`config.mk`:
```
export PLATFORM = sky130hd
export DESIGN_NAME = mips_multicycle_ctrl
export DESIGN_NICKNAME = d
export VERILOG_FILES = /design/src/rtl/mips_multicycle_ctrl.sv
export SDC_FILE = /design/constraint.sdc
export NUM_CORES = 1
export LEC_CHECK = 0
export ABC_AREA = 0
export CAP_MARGIN = 20
export CORE_ASPECT_RATIO = 0.75
export CORE_MARGIN = 5
export CORE_UTILIZATION = 40
export CTS_CLUSTER_SIZE = 25
export DETAILED_ROUTE_END_ITERATION = 10
export PLACE_DENSITY = 0.82
export SLEW_MARGIN = 20
export SYNTH_ARGS = -nofsm -noshare
export SYNTH_HDL_FRONTEND = slang
export SYNTH_SLANG_ARGS = --single-unit
export TNS_END_PERCENT = 10
```
`constraint.sdc`:
```
create_clock -name clk -period 2.1 [get_ports clk]
set_input_delay 0.21 -clock clk [delete_from_list [all_inputs] [get_ports clk]]
set_output_delay 0.21 -clock clk [all_outputs]
set_load 0.01 [all_outputs]
```
`src/rtl/mips_multicycle_ctrl.sv`:
```
// Multicycle MIPS control unit: a Moore FSM that sequences fetch, decode,
// execute, memory and writeback for R-type, lw, sw, beq, addi and j.
// Memory states wait on mem_ready_i so that one multicycle memory can serve
// both instruction and data accesses.
//
// Optional feature macro: MIPS_CTRL_BNE_EN adds bne (opcode 000101) and the
// branch_ne_o port. Without it, 000101 is treated as an illegal opcode.
//
// Ports:
//   clk, rst        clock (rising edge), asynchronous active-high reset
//   opcode_i        instr[31:26] from the IR, captured in DECODE
//   mem_ready_i     memory completes the current access this cycle
//   pc_write_o      unconditional PC load
//   branch_o        PC load qualified by ALU zero (beq)
//   iord_o          memory address select, 0 = PC, 1 = ALUOut
//   mem_req_o       memory access request
//   mem_write_o     store strobe, only meaningful with mem_req_o
//   ir_write_o      instruction register load
//   reg_dst_o       register file write address, 1 = rd, 0 = rt
//   mem_to_reg_o    register file write data, 1 = MDR, 0 = ALUOut
//   reg_write_o     register file write enable
//   alu_src_a_o     0 = PC, 1 = register A
//   alu_src_b_o     00 = B, 01 = 4, 10 = sext imm, 11 = sext imm << 2
//   alu_op_o        ALU decoder mode, 00 add, 01 sub, 10 funct
//   pc_src_o        00 = ALU result, 01 = ALUOut, 10 = jump target
//   branch_ne_o     PC load qualified by !zero (only with MIPS_CTRL_BNE_EN)
//   illegal_op_o    one-cycle pulse after an unknown opcode is decoded
//   retired_o       count of completed instructions, wraps
module mips_multicycle_ctrl #(
  parameter int unsigned OPCODE_W     = 6,
  parameter int unsigned ALUOP_W      = 2,
  parameter int unsigned RETIRE_CNT_W = 32
) (
  input  logic                    clk,
  input  logic                    rst,
  input  logic [OPCODE_W-1:0]     opcode_i,
  input  logic                    mem_ready_i,
  output logic                    pc_write_o,
  output logic                    branch_o,
  output logic                    iord_o,
  output logic                    mem_req_o,
  output logic                    mem_write_o,
  output logic                    ir_write_o,
  output logic                    reg_dst_o,
  output logic                    mem_to_reg_o,
  output logic                    reg_write_o,
  output logic                    alu_src_a_o,
  output logic [1:0]              alu_src_b_o,
  output logic [ALUOP_W-1:0]      alu_op_o,
  output logic [1:0]              pc_src_o,
`ifdef MIPS_CTRL_BNE_EN
  output logic                    branch_ne_o,
`endif
  output logic                    illegal_op_o,
  output logic [RETIRE_CNT_W-1:0] retired_o
);

  localparam logic [3:0] S_FETCH  = 4'd0;
  localparam logic [3:0] S_DECODE = 4'd1;
  localparam logic [3:0] S_MEMADR = 4'd2;
  localparam logic [3:0] S_MEMRD  = 4'd3;
  localparam logic [3:0] S_MEMWB  = 4'd4;
  localparam logic [3:0] S_MEMWR  = 4'd5;
  localparam logic [3:0] S_EXEC   = 4'd6;
  localparam logic [3:0] S_ALUWB  = 4'd7;
  localparam logic [3:0] S_BEQ    = 4'd8;
  localparam logic [3:0] S_ADDIEX = 4'd9;
  localparam logic [3:0] S_ADDIWB = 4'd10;
  localparam logic [3:0] S_JMP    = 4'd11;
`ifdef MIPS_CTRL_BNE_EN
  localparam logic [3:0] S_BNE    = 4'd12;
  localparam logic [OPCODE_W-1:0] OP_BNE = OPCODE_W'(6'b000101);
`endif

  localparam logic [OPCODE_W-1:0] OP_RTYPE = OPCODE_W'(6'b000000);
  localparam logic [OPCODE_W-1:0] OP_LW    = OPCODE_W'(6'b100011);
  localparam logic [OPCODE_W-1:0] OP_SW    = OPCODE_W'(6'b101011);
  localparam logic [OPCODE_W-1:0] OP_BEQ   = OPCODE_W'(6'b000100);
  localparam logic [OPCODE_W-1:0] OP_ADDI  = OPCODE_W'(6'b001000);
  localparam logic [OPCODE_W-1:0] OP_J     = OPCODE_W'(6'b000010);

  localparam logic [ALUOP_W-1:0] ALU_ADD = ALUOP_W'(2'b00);
  localparam logic [ALUOP_W-1:0] ALU_SUB = ALUOP_W'(2'b01);
  localparam logic [ALUOP_W-1:0] ALU_FN  = ALUOP_W'(2'b10);

  logic [3:0]              state_q, state_d;
  logic [OPCODE_W-1:0]     op_q, op_d;
  logic [RETIRE_CNT_W-1:0] retired_q, retired_d;
  logic                    illegal_q, illegal_d;
  logic                    retire;

  // State, latched opcode, illegal pulse and retire counter
  always_ff @(posedge clk or posedge rst) begin
    if (rst) begin
      state_q   <= S_FETCH;
      op_q      <= '0;
      retired_q <= '0;
      illegal_q <= 1'b0;
    end else begin
      state_q   <= state_d;
      op_q      <= op_d;
      retired_q <= retired_d;
      illegal_q <= illegal_d;
    end
  end

  // Next state and state-decoded datapath controls; everything is held at
  // zero while rst is asserted so no strobe reaches the datapath in reset.
  always_comb begin
    state_d      = state_q;
    op_d         = op_q;
    illegal_d    = 1'b0;
    retire       = 1'b0;
    pc_write_o   = 1'b0;
    branch_o     = 1'b0;
    iord_o       = 1'b0;
    mem_req_o    = 1'b0;
    mem_write_o  = 1'b0;
    ir_write_o   = 1'b0;
    reg_dst_o    = 1'b0;
    mem_to_reg_o = 1'b0;
    reg_write_o  = 1'b0;
    alu_src_a_o  = 1'b0;
    alu_src_b_o  = 2'b00;
    alu_op_o     = ALU_ADD;
    pc_src_o     = 2'b00;
`ifdef MIPS_CTRL_BNE_EN
    branch_ne_o  = 1'b0;
`endif
    if (!rst) begin
      case (state_q)
        S_FETCH: begin
          mem_req_o   = 1'b1;
          alu_src_b_o = 2'b01;
          ir_write_o  = mem_ready_i;
          pc_write_o  = mem_ready_i;
          if (mem_ready_i) state_d = S_DECODE;
        end
        S_DECODE: begin
          // ALU precomputes the branch target while the opcode is decoded
          alu_src_b_o = 2'b11;
          op_d        = opcode_i;
          case (opcode_i)
            OP_LW, OP_SW: state_d = S_MEMADR;
            OP_RTYPE:     state_d = S_EXEC;
            OP_BEQ:       state_d = S_BEQ;
            OP_ADDI:      state_d = S_ADDIEX;
            OP_J:         state_d = S_JMP;
`ifdef MIPS_CTRL_BNE_EN
            OP_BNE:       state_d = S_BNE;
`endif
            default: begin
              state_d   = S_FETCH;
              illegal_d = 1'b1;
            end
          endcase
        end
        S_MEMADR: begin
          alu_src_a_o = 1'b1;
          alu_src_b_o = 2'b10;
          state_d     = (op_q == OP_LW) ? S_MEMRD : S_MEMWR;
        end
        S_MEMRD: begin
          mem_req_o = 1'b1;
          iord_o    = 1'b1;
          if (mem_ready_i) state_d = S_MEMWB;
        end
        S_MEMWB: begin
          reg_write_o  = 1'b1;
          mem_to_reg_o = 1'b1;
          state_d      = S_FETCH;
          retire       = 1'b1;
        end
        S_MEMWR: begin
          mem_req_o   = 1'b1;
          mem_write_o = 1'b1;
          iord_o      = 1'b1;
          if (mem_ready_i) begin
            state_d = S_FETCH;
            retire  = 1'b1;
          end
        end
        S_EXEC: begin
          alu_src_a_o = 1'b1;
          alu_op_o    = ALU_FN;
          state_d     = S_ALUWB;
        end
        S_ALUWB: begin
          reg_write_o = 1'b1;
          reg_dst_o   = 1'b1;
          state_d     = S_FETCH;
          retire      = 1'b1;
        end
        S_BEQ: begin
          alu_src_a_o = 1'b1;
          alu_op_o    = ALU_SUB;
          branch_o    = 1'b1;
          pc_src_o    = 2'b01;
          state_d     = S_FETCH;
          retire      = 1'b1;
        end
`ifdef MIPS_CTRL_BNE_EN
        S_BNE: begin
          alu_src_a_o = 1'b1;
          alu_op_o    = ALU_SUB;
          branch_ne_o = 1'b1;
          pc_src_o    = 2'b01;
          state_d     = S_FETCH;
          retire      = 1'b1;
        end
`endif
        S_ADDIEX: begin
          alu_src_a_o = 1'b1;
          alu_src_b_o = 2'b10;
          state_d     = S_ADDIWB;
        end
        S_ADDIWB: begin
          reg_write_o = 1'b1;
          state_d     = S_FETCH;
          retire      = 1'b1;
        end
        S_JMP: begin
          pc_write_o = 1'b1;
          pc_src_o   = 2'b10;
          state_d    = S_FETCH;
          retire     = 1'b1;
        end
        default: state_d = S_FETCH;
      endcase
    end
    retired_d = retired_q + RETIRE_CNT_W'(retire);
  end

  assign illegal_op_o = illegal_q;
  assign retired_o    = retired_q;

endmodule

```
[Word-level counts from Yosys, hierarchy flattened]
Cells that the tools add are included.
Word-level totals
  bits of input ports: 9
  word-level logic and storage cells: 76
  bits in registers: 43
Operators by class
  bitwise logic cells: 1
  muxes and demuxes: 38
  add/sub/neg operators: 1
  eq/ne operators: 20
  reductions and logical operators: 12
Operator list (number)
  32-bit by 1-bit adder with 32-bit output: 1
  4-bit one-hot mux with 7 select lines: 1
  1-bit 2-to-1 mux: 24
  4-bit one-hot mux with 5 select lines: 1
  6-bit == test (second input constant): 3
  4-bit by 3-bit == test with 1-bit output (second input constant): 4
  4-bit == test (second input constant): 4
  4-bit 2-to-1 mux: 3
  4-bit by 2-bit == test with 1-bit output (second input constant): 2
  2-bit one-hot mux with 2 select lines: 2
  6-bit by 2-bit == test with 1-bit output (second input constant): 1
  6-bit by 3-bit == test with 1-bit output (second input constant): 1
  6-bit by 4-bit == test with 1-bit output (second input constant): 1
  6-bit logical NOT: 1
  2-bit 2-to-1 mux: 3
  2-bit inequality test (second input constant): 3
  2-bit one-hot mux with 3 select lines: 1
  2-bit OR reduction: 3
  3-bit OR reduction: 2
  6-bit OR reduction: 1
  5-bit OR reduction: 1
  4-bit by 1-bit == test with 1-bit output (second input constant): 1
  4-bit logical NOT: 1
  1-bit one-hot mux with 2 select lines: 2
  5 further kinds: 5

[Longest topological paths before layout]
Gate-level depths: netlist of the first run.
  depth after elaboration: 5
  mapped depth: 11

[Least setup slack after synthesis of the first run]
Ideal clock, no wire load.
  path type: reg-to-reg
  start point: reg state_q[2]
  end point: reg retired_q[16] (netlist: retired_o[16])
  stages on the path, launching flop included: 11
  arrival time: 2.242 ns
  data required time: 2.021 ns
  path buffers: 1
  setup slack: -0.221 ns
  clock period less this slack: 2.321 ns
  cells stage by stage: dfrtp_1 > buf_2 > nor2b_1 > nand2_1 > a211oi_1 > ha_1 > ha_1 > nand3_1 > or4_4 > nor2_2 > xor2_1
Between the ends
  word-level cells in the longest chain between the ends: 5
  elaborated cells between the ends (all ways): 10
  those cells by class: add/sub: 1; eq/ne: 6; mux: 2; reduce/logical: 1
Ends and longest elaborated chain
  start: declaration: RTL line 86  | logic [3:0] state_q, state_d;
  start signal: assignment: RTL line 100  | state_q <= state_d;
  4-bit == test or 4-bit by 3-bit == test with 1-bit output (tied branches): RTL line 131  | case (state_q)
  5-bit OR reduction (no line)
  1-bit one-hot mux with 2 select lines (*): RTL line 131
  1-bit 2-to-1 mux (*): RTL line 130  | if (!rst) begin
  32-bit by 1-bit adder with 32-bit output (*): RTL line 231  | retired_d = retired_q + RETIRE_CNT_W'(retire);
  net retired_d[16]: RTL line 88  | logic [RETIRE_CNT_W-1:0] retired_q, retired_d;
  end signal: assignment: RTL line 102  | retired_q <= retired_d;
  end: declaration: RTL line 88
The timed path passes the listed nets; every way through them passes the cells marked *.
A chain may end at the register's enable or synchronous reset.

[Final worst setup path of the first run]
  start point: reg state_q[3]
  end point: reg retired_q[14] (netlist: retired_o[14])
The elaborated chain is that of the path after synthesis.

==> results of run 1 <==
final timing paths:
check                           endpoint  slack [ns]
setup reg to reg           retired_o[14]        -0.1
hold reg to reg            retired_o[31]        0.47
hold / removal             retired_o[31]        0.47
max in group asynchronous     state_q[0]        1.07
min in group asynchronous   retired_o[9]        0.63
setup / recovery           retired_o[14]        -0.1
metrics by stage:
| step | setup slack [ns] | cell area [um^2] | hold WS [ns] |
|---|---|---|---|
| 6_report | -0.0989 | 3260 | 0.474 |
| 3_3_place_gp | -0.163 | 3100 | 0.464 |
| 3_5_place_dp | -0.225 | 3100 | 0.466 |
| 5_1_grt | -0.187 | 3260 | 0.509 |
| 2_1_floorplan | -0.128 | 2290 | 0.361 |
| 4_1_cts | -0.113 | 3200 | 0.478 |
worst reg2reg max path, delay by kind of cell (launching register included):
kind,cells,cell delay [ns]
compound gates,1,0.19
xor+xnor,1,0.18
fa+ha+maj,2,0.39
flops,1,0.47
simple gates,5,0.87
cells by family (layout without fill, tap and decap cells):
logic type / count (synthesis) / count (layout) / synth area share
AO/OA/AOI/OAI: 24 / 24 / 0.0807
XOR/XNOR: 33 / 33 / 0.128
adder cells (fa/ha/maj): 2 / 2 / 0.0111
buffers and inverters: 15 / 101 / 0.0300
flip-flops: 43 / 43 / 0.478
multiplexers: 7 / 7 / 0.0350
AND/OR/NAND/NOR: 93 / 93 / 0.236
layout make-up:
type                            instances  area share
Clock inverter                          3      0.0134
Timing Repair Buffer                   88       0.245
Multi-Input combinational cell        159       0.356
Tap cell                               75      0.0288
Inverter                                5     0.00575
Sequential cell                        43       0.331
Clock buffer                            5      0.0211
registers in the layout, summed over array words and instances, names as in the netlist:
signal and cells:
illegal_op_o 1, retired_o 32, state_q 4, op_q 6
per-layer routing:
metal	track usage	vias to the layer above	wire length [um]
met5	0	-	0
met4	0.0451	0	58
met3	0.0450	6	322
met2	0.277	65	2990
met1	0.251	997	2790
li1	-	960	-
placed cells by master, fill, tap and decap left out, types with 3 or more instances in the layout:
cell             netlist  layout
xnor2_1               26      26
nor3_1                 6       5
nor4_2                 3       3
nor4_1                 5       5
dfrtp_1               43      41
nand3_2                0       3
mux2_2                 7       7
nand2b_1               4       4
dlymetal6s2s_1         0       4
and3_1                 6       6
nand4_1               13      13
inv_1                  5       3
xor2_1                 7       7
a22o_1                 3       3
nor2_1                16      16
buf_4                  2      31
and4_1                 3       3
clkbuf_8               0       5
nand3_1               12       9
clkdlybuf4s50_1        0      44
nand2_1               13      12
a31oi_1                3       3
dlygate4sd2_1          0       8
where the power goes:
part	leakage, nW	switching, mW	total [mW]	internal, mW
sequential	0.567	0.120	1.07	0.953
clock	0.0581	0.286	0.640	0.354
combinational	0.840	0.442	0.951	0.509
what timing repair did:
action                     in CTS  in global routing
gates resized for setup        13                 11
pin swaps                       5                  8
setup endpoints to repair      23                 30
buffers inserted                0                  4
hold buffers                    0                  0
==> metrics, run 1 <==
outcome=finished, violations left; failing checks=setup timing; critical path's top delay family=simple AND/OR/NAND/NOR gates; Max clock buf depth=2; clk sink count=43; required time of the critical path=between 2 and 2.5 ns; Synth top cells by count=43 x dfrtp_1, 26 x xnor2_1, 16 x nor2_1, 13 x nand2_1, 13 x nand4_1; slowest stage delay, CP=around 0.47 ns; top-count cell post-synth=dfrtp_1; Mean Syn Cell Area=about 10 um^2; critical path's slowest cell=dfrtp_2; Buf/Inv on CP=0; worst hold path type=reg2reg; pin count of the biggest net entering global routing=44; Worst Max-Slew Pin Slew=around 0.54 ns; vias=~2.0k; Layout area overhead=45.1%; Setup crit start=state_q[3]; final std cells w/o fill=roughly 380; total power draw=about 2.7 mW; Final nets=313; Critical Path AT=about 2.4 ns; Yosys cell types=44; Placed Instances=~370; final clock skew=about 0.012 ns; GP Congestion=~0.87; Cell Area, Synth=about 0.0022 mm^2; post-synthesis sequential area ratio=0.478; depth of the CTS H-tree=2; All-Layer GR Usage=0.178; Reg2Reg Depth=9; Post-Syn Instances=around 220; 1st-iter DRT viols=142; Tmin final=2.20 ns; Min-Delay Startpoint=retired_o[31]; total CTS buffers=5; Worst Setup Start Kind=register; Final Hold Violating Endpoints=0; vias in the first global route=between 1.5k and 2k; Synth top area share=0.478; Die Y=74.9 um; Post-synth EDFFs=0; Ys Warns=0; # port buffers=57; Clock transition at path regs=~0.090 ns; RSZ-0062 raised after global routing=true; final setup fails=4; DRC viols=0; Crit Path Max Fanout=6; #FFs+latches synth=43; share of cells above drive strength 1=0.228; post-route setup TNS=-0.236 ns; TritonRoute pass-1 iters=4; maxcap violations=0; fraction of registers with async set/reset=1.00; core area=0.00541 mm^2; WP depth=9; Fill cells=458; R2R Path Start=state_q[3]; slew margin rel.=0.640; most common flop cell mapped by yosys=dfrtp_1; fmax=roughly 450 MHz; vias per cell=5.37; register area=0.00108 mm^2; die width=about 97 um; Max VDD drop=0.277 mV; Tcrit/Tclk final=1.05; Lkg Pwr=between 1 and 1.5 nW; Worst-Skew Late Latency=between 0.2 and 0.3 ns; DR WL/cell=about 16 um; DRT antenna net count=0; Slew Viols, Final=0; CP endpoint kind=register; initial antenna violation count=0; WS Path Type=reg2reg; total gr overflow=0; CP Cell Sequence=nor2b_4 -> nand2_2 -> a211oi_2 -> ha_2 -> ha_4 -> nand3_2 -> or4_4 -> nor2_2 -> xor2_1; # diodes=0; root buffer selected by CTS=clkbuf_8; cell taking the most area after synthesis=dfrtp_1; first-pass GRT wire length=roughly 10000 um; Final Util=0.603; row cnt=23; Power Density=around 820 mW/mm^2; Cells on Worst Hold Path=1; final wirelength=around 6200 um; Die Area=~0.0072 mm^2; Starting Density=0.416; io pins=58; CTS tree=built; Area contributors post-synth=dfrtp_1 48%, xnor2_1 10%, nand4_1 3.6%; slack of the critical path=-0.0989 ns; post-detail-place hpwl=4460 um; area taken by multi-input logic gates=roughly 0.0012 mm^2; Synthesized Nets=between 200 and 250
(Power assumes the default switching activity.)
==> run 2, diff against run 1 <==
- CELL_PAD_IN_SITES_DETAIL_PLACEMENT: unset -> 0
- CELL_PAD_IN_SITES_GLOBAL_PLACEMENT: unset -> 1
- CORE_UTILIZATION: 40 -> 34
- PLACE_DENSITY: 0.82 -> 0.89
==> run 2 against run 1 <==
The flow still finishes with violations (setup timing). Flip-flop and latch count did not move. Register-to-register slack barely moved. Sequential power barely moved. Maximum frequency rose by 0.52%. Clock power fell by 3.3%. Critical path type unchanged. Power fell by 0.77%. Die area rose by 15%. Routed wire length fell by 4.7%.
==> metrics, run 2 (synthesis results as in run 1) <==
root buffer selected by CTS=clkbuf_8; vias per cell=about 5.2; core area=approximately 0.0064 mm^2; # port buffers=57; clk sink count=43; All-Layer GR Usage=0.141; Final Util=0.508; Worst-Skew Late Latency=around 0.30 ns; Layout area overhead=44.0%; Final nets=roughly 310; depth of the CTS H-tree=2; Tcrit/Tclk final=1.04; final setup fails=2; failing checks=setup timing; Critical Path AT=around 2.4 ns; required time of the critical path=2.31 ns; outcome=finished, violations left; die width=~100 um; io pins=58; Worst Setup Start Kind=register; Starting Density=0.353; Tmin final=~2.2 ns; maxcap violations=0; switching share of power=0.316; final wirelength=about 6000 um; RSZ-0062 raised after global routing=true; pin count of the biggest net entering global routing=between 40 and 50; TritonRoute pass-1 iters=6; total gr overflow=0; post-detail-place hpwl=4290 um; vias=1965; final clock skew=0.0139 ns; P_sw=about 0.84 mW; worst hold path type=reg2reg; Clock transition at path regs=~0.09 ns; Final Hold Violating Endpoints=0; DRT antenna net count=0; DR WL/cell=roughly 16 um; Max clock buf depth=2; DRC viols=0; Int Pwr=1.81 mW; row cnt=25; CTS tree=built; total CTS buffers=5; most frequent cells in the layout=47 x clkdlybuf4s50_1, 41 x dfrtp_1, 25 x xnor2_1, 25 x buf_4, 16 x nor2_1; Power Density=816 mW/mm^2; Crit Path Max Fanout=5; Fill cells=575; initial antenna violation count=0; Reg power frac=0.403; final std cells w/o fill=approximately 380; max reg flops=32; slew margin rel.=0.642; first-pass GRT wire length=9640 um; Gate power share=0.363; 1st-iter DRT viols=between 90 and 100; Die Area=roughly 0.0084 mm^2; DP Area=between 0.003 and 0.004 mm^2; Die Y=a little over 80 um; Slew Viols, Final=0; CP endpoint kind=register; Lkg Pwr=~1.4 nW; Max VDD drop=0.385 mV; # diodes=0; share of cells above drive strength 1=0.209; vias in the first global route=1872; Worst Max-Slew Pin Slew=between 0.5 and 0.6 ns; GP Congestion=~0.8; setup slack at placement=-0.189 ns; WHS=about 0.48 ns; Clock power frac=0.234; total power draw=2.64 mW; slack of the critical path=-0.0875 ns; WS Path Type=reg2reg; fmax=roughly 460 MHz; commonest non-fill, non-tap cell in the layout=clkdlybuf4s50_1; post-route setup TNS=-0.144 ns; Placed Instances=~370; Design Area, Final=around 0.0032 mm^2
run 2: worst paths after layout:
| check | startpoint | to | slack (ns) | cells after the start |
|---|---|---|---|---|
| min | retired_o[31] | retired_o[31] | 0.48 | 1 |
| min reg2reg | retired_o[31] | retired_o[31] | 0.48 | 1 |
| max in group asynchronous | rst | state_q[1] | 1.04 | 4 |
| min in group asynchronous | rst | retired_o[22] | 0.67 | 4 |
| max | state_q[3] | retired_o[14] | -0.09 | 9 |
| max reg2reg | state_q[3] | retired_o[14] | -0.09 | 9 |
run 2: layer usage:
layer / up-vias / wire, um / track usage
met5: - / 0 / 0
met4: 0 / 60 / 0.0310
met3: 7 / 229 / 0.0345
met2: 44 / 2770 / 0.225
met1: 978 / 2810 / 0.193
li1: 936 / - / -
run 2: cell type report:
type	count	area [um^2]	area share
multi-input cells	159	1170	0.362
flip-flops and latches	43	1080	0.333
repair buffers	82	762	0.235
well taps	81	101	0.0313
clock buffers	5	68.8	0.0212
clock inverters	2	37.5	0.0116
inverters	5	18.8	0.00579
run 2: worst max-delay path: stages (launching register included):
cell and delay, ns:
dfrtp_2 0.47, nor2b_4 0.14, nand2_2 0.06, a211oi_2 0.22, ha_2 0.25, ha_4 0.14
nand3_2 0.08, or4_4 0.46, nor2_2 0.13, xor2_1 0.15
run 2: repair_timing:
item | in CTS | in global routing
hold buffers | 0 | 0
cloned | 0 | 0
setup endpoints to repair | 18 | 31
pin swaps | 2 | 12
setup buffers | 0 | 1
resized for setup | 9 | 15
run 2: power groups by stage:
stage | registers, mW | logic [mW] | clock network, mW
floorplan | 1.07 | 0.502 | 0
global placement | 1.07 | 0.913 | 0
detailed placement | 1.07 | 0.926 | 0
CTS | 1.06 | 0.914 | 0.633
global route | 1.09 | 1.03 | 0.674
finish | 1.07 | 0.959 | 0.619
==> run 3, diff against run 2 <==
- ABC_AREA: 0 -> 1
- CORE_UTILIZATION: 34 -> 32
- HOLD_SLACK_MARGIN: unset -> 0.02
- PLACE_DENSITY: 0.89 -> 0.87
==> run 3 against run 2 <==
The flow still finishes with violations (setup timing). Clock power is 11% higher. Area after synthesis grew 15%. Power fell by 1.9%. Global-route usage up 1.3 points. Register-to-register slack about the same. Core utilization is 3.0 points lower. Via count increased by 32%. Worst hold slack lost 0.0081 ns. First-iteration DRC count rose by 58%. Largest power group unchanged. Highest routed layer unchanged.
==> metrics, run 3 <==
outcome=finished, violations left; failing checks=setup timing; #FFs+latches synth=43; share of cells above drive strength 1=0.184; All-Layer GR Usage=0.153; slowest stage delay, CP=~0.45 ns; final clock skew=0.0112 ns; # diodes=0; post-route setup TNS=-0.703 ns; core area=0.00788 mm^2; pin count of the biggest net entering global routing=~40; initial antenna violation count=0; required time of the critical path=~2.3 ns; root buffer selected by CTS=clkbuf_8; commonest non-fill, non-tap cell in the layout=nand2_1; cell taking the most area after synthesis=dfrtp_1; Worst-Skew Late Latency=0.30 ns; total CTS buffers=5; Ys Warns=0; 1st-iter DRT viols=between 150 and 200; register area=between 0.001 and 0.0015 mm^2; WS Path Type=reg2reg; r2r endpoint=retired_o[30]; critical path's slowest cell=dfrtp_1; GP Congestion=around 0.9; Fill cells=~790; vias=2589; Lkg Pwr=1.86 nW; die width=roughly 110 um; Max clock buf depth=2; DR WL/cell=13.3 um; Mean Syn Cell Area=7.13 um^2; Post-synth EDFFs=0; Final nets=between 400 and 500; slew margin rel.=0.662; Critical Path AT=roughly 2.4 ns; clk sink count=43; R2R Path Start=state_q[1]; post-detail-place hpwl=a little under 6000 um; RSZ-0062 raised after global routing=true; # port buffers=57; first-pass GRT wire length=12300 um; maxcap violations=0; Reg2Reg Depth=15; DRC viols=0; Synth top area share=0.414; worst hold path type=in2async; Cell Area, Synth=0.00260 mm^2; Clock transition at path regs=0.09 ns; DP Area=between 0.003 and 0.004 mm^2; CTS tree=built; DRT antenna net count=0; Worst Max-Slew Pin Slew=between 0.5 and 0.6 ns; setup slack at placement=-0.0433 ns; Final Util=0.477; final wirelength=7470 um; fraction of registers with async set/reset=1.00; hold_buf cts=0; CP endpoint kind=register; max reg flops=32; Crit Path Max Fanout=5; cell mode on critical path=nand2_1; Setup crit start=state_q[1]; Die Area=around 0.01 mm^2; depth of the CTS H-tree=2; vias per cell=roughly 4.6; Final Hold Violating Endpoints=0; most frequent cells in the layout=122 x nand2_1, 48 x nor2_1, 44 x clkdlybuf4s50_1; CP Cell Sequence=buf_6 -> inv_2 -> nand2_4 -> inv_2 -> nand3_2 -> a31oi_1 -> ha_2 -> ha_4 -> nand2_4 -> nor2_4 -> nand3_4 -> nor2_4 -> nand2_1 -> nand2_1 -> nand2_1; Synth top cells by count=128 x nand2_1, 50 x nor2_1, 43 x dfrtp_1, 32 x inv_1, 21 x nand3_1; Max VDD drop=0.357 mV; Power Density=between 600 and 700 mW/mm^2; final setup fails=13; post-synthesis sequential area ratio=0.414; Layout area overhead=44.9%; TritonRoute pass-1 iters=5; Buf/Inv on CP=3; WHS=around 0.47 ns; Worst Setup Start Kind=register; top-count cell post-synth=nand2_1; Design Area, Final=approximately 0.0038 mm^2; most common flop cell mapped by yosys=dfrtp_1; Area contributors post-synth=dfrtp_1 41%, nand2_1 19%, nor2_1 7.2%; Die Y=~88 um; final std cells w/o fill=roughly 560; Starting Density=0.329; fmax=around 460 MHz; Tmin final=around 2.2 ns; slack of the critical path=-0.0945 ns; io pins=a little under 60; total power draw=2.59 mW; Post-Syn Instances=approximately 360; Yosys cell types=29; r2r setup slk=-0.09 ns; area taken by multi-input logic gates=0.00145 mm^2; row cnt=28; Placed Instances=around 550; critical path's top delay family=simple AND/OR/NAND/NOR gates; total gr overflow=0; Tcrit/Tclk final=1.04; vias in the first global route=2491; Slew Viols, Final=0; Synthesized Nets=roughly 380
## run 3: timing repair
| item | 4_1_cts | 5_1_grt |
|---|---|---|
| endpoints found under the setup margin | 18 | 31 |
| resized for setup | 9 | 28 |
| pin swaps | 4 | 9 |
| buffers inserted | 1 | 4 |
## run 3: worst reg2reg max path, stage by stage (launching register included)
cell and delay, ns:
dfrtp_1 0.45, buf_6 0.15, inv_2 0.06, nand2_4 0.05, inv_2 0.05, nand3_2 0.07
a31oi_1 0.19, ha_2 0.24, ha_4 0.15, nand2_4 0.05, nor2_4 0.21, nand3_4 0.13
nor2_4 0.13, nand2_1 0.06, nand2_1 0.06, nand2_1 0.04
## run 3: cell type report
cell class	count	share of cell area
clock inverter	2	0.00931
multi-input combinational	279	0.386
tap	105	0.0349
timing repair buffer	90	0.224
clock buffer	6	0.0219
sequential	43	0.286
inverter	37	0.0369
## run 3: how the worst max path moves through the flow
| stage | end | slack (ns) | cells after the start |
|---|---|---|---|
| after floorplan | retired_o[26] | -0.02 | 15 |
| after global placement | retired_o[18] | -0.01 | 14 |
| after detailed placement | retired_o[18] | -0.04 | 14 |
| after CTS | mem_req_o | -0.05 | 7 |
| after global routing | retired_o[28] | -0.27 | 14 |
| final | retired_o[30] | -0.09 | 15 |
## run 3: per-layer routing
metal | routed length [um] | vias up | global-route usage
met5 | 0 | - | 0
met4 | 69 | 0 | 0.0324
met3 | 425 | 7 | 0.0235
met2 | 3240 | 52 | 0.233
met1 | 3730 | 1197 | 0.230
li1 | - | 1333 | -
## run 3: logic make-up after synthesis
family	after synthesis	synth area share
AND/OR/NAND/NOR	245	0.418
flip-flops	43	0.414
buffers and inverters	42	0.0670
AO/OA/AOI/OAI	17	0.0405
XOR/XNOR	15	0.0506
adder cells (fa/ha/maj)	2	0.00964
## run 3: where the power goes
group | internal (mW) | total, mW | switching, mW
Combinational | 0.429 | 0.880 | 0.450
Clock | 0.385 | 0.687 | 0.301
Sequential | 0.934 | 1.03 | 0.0927
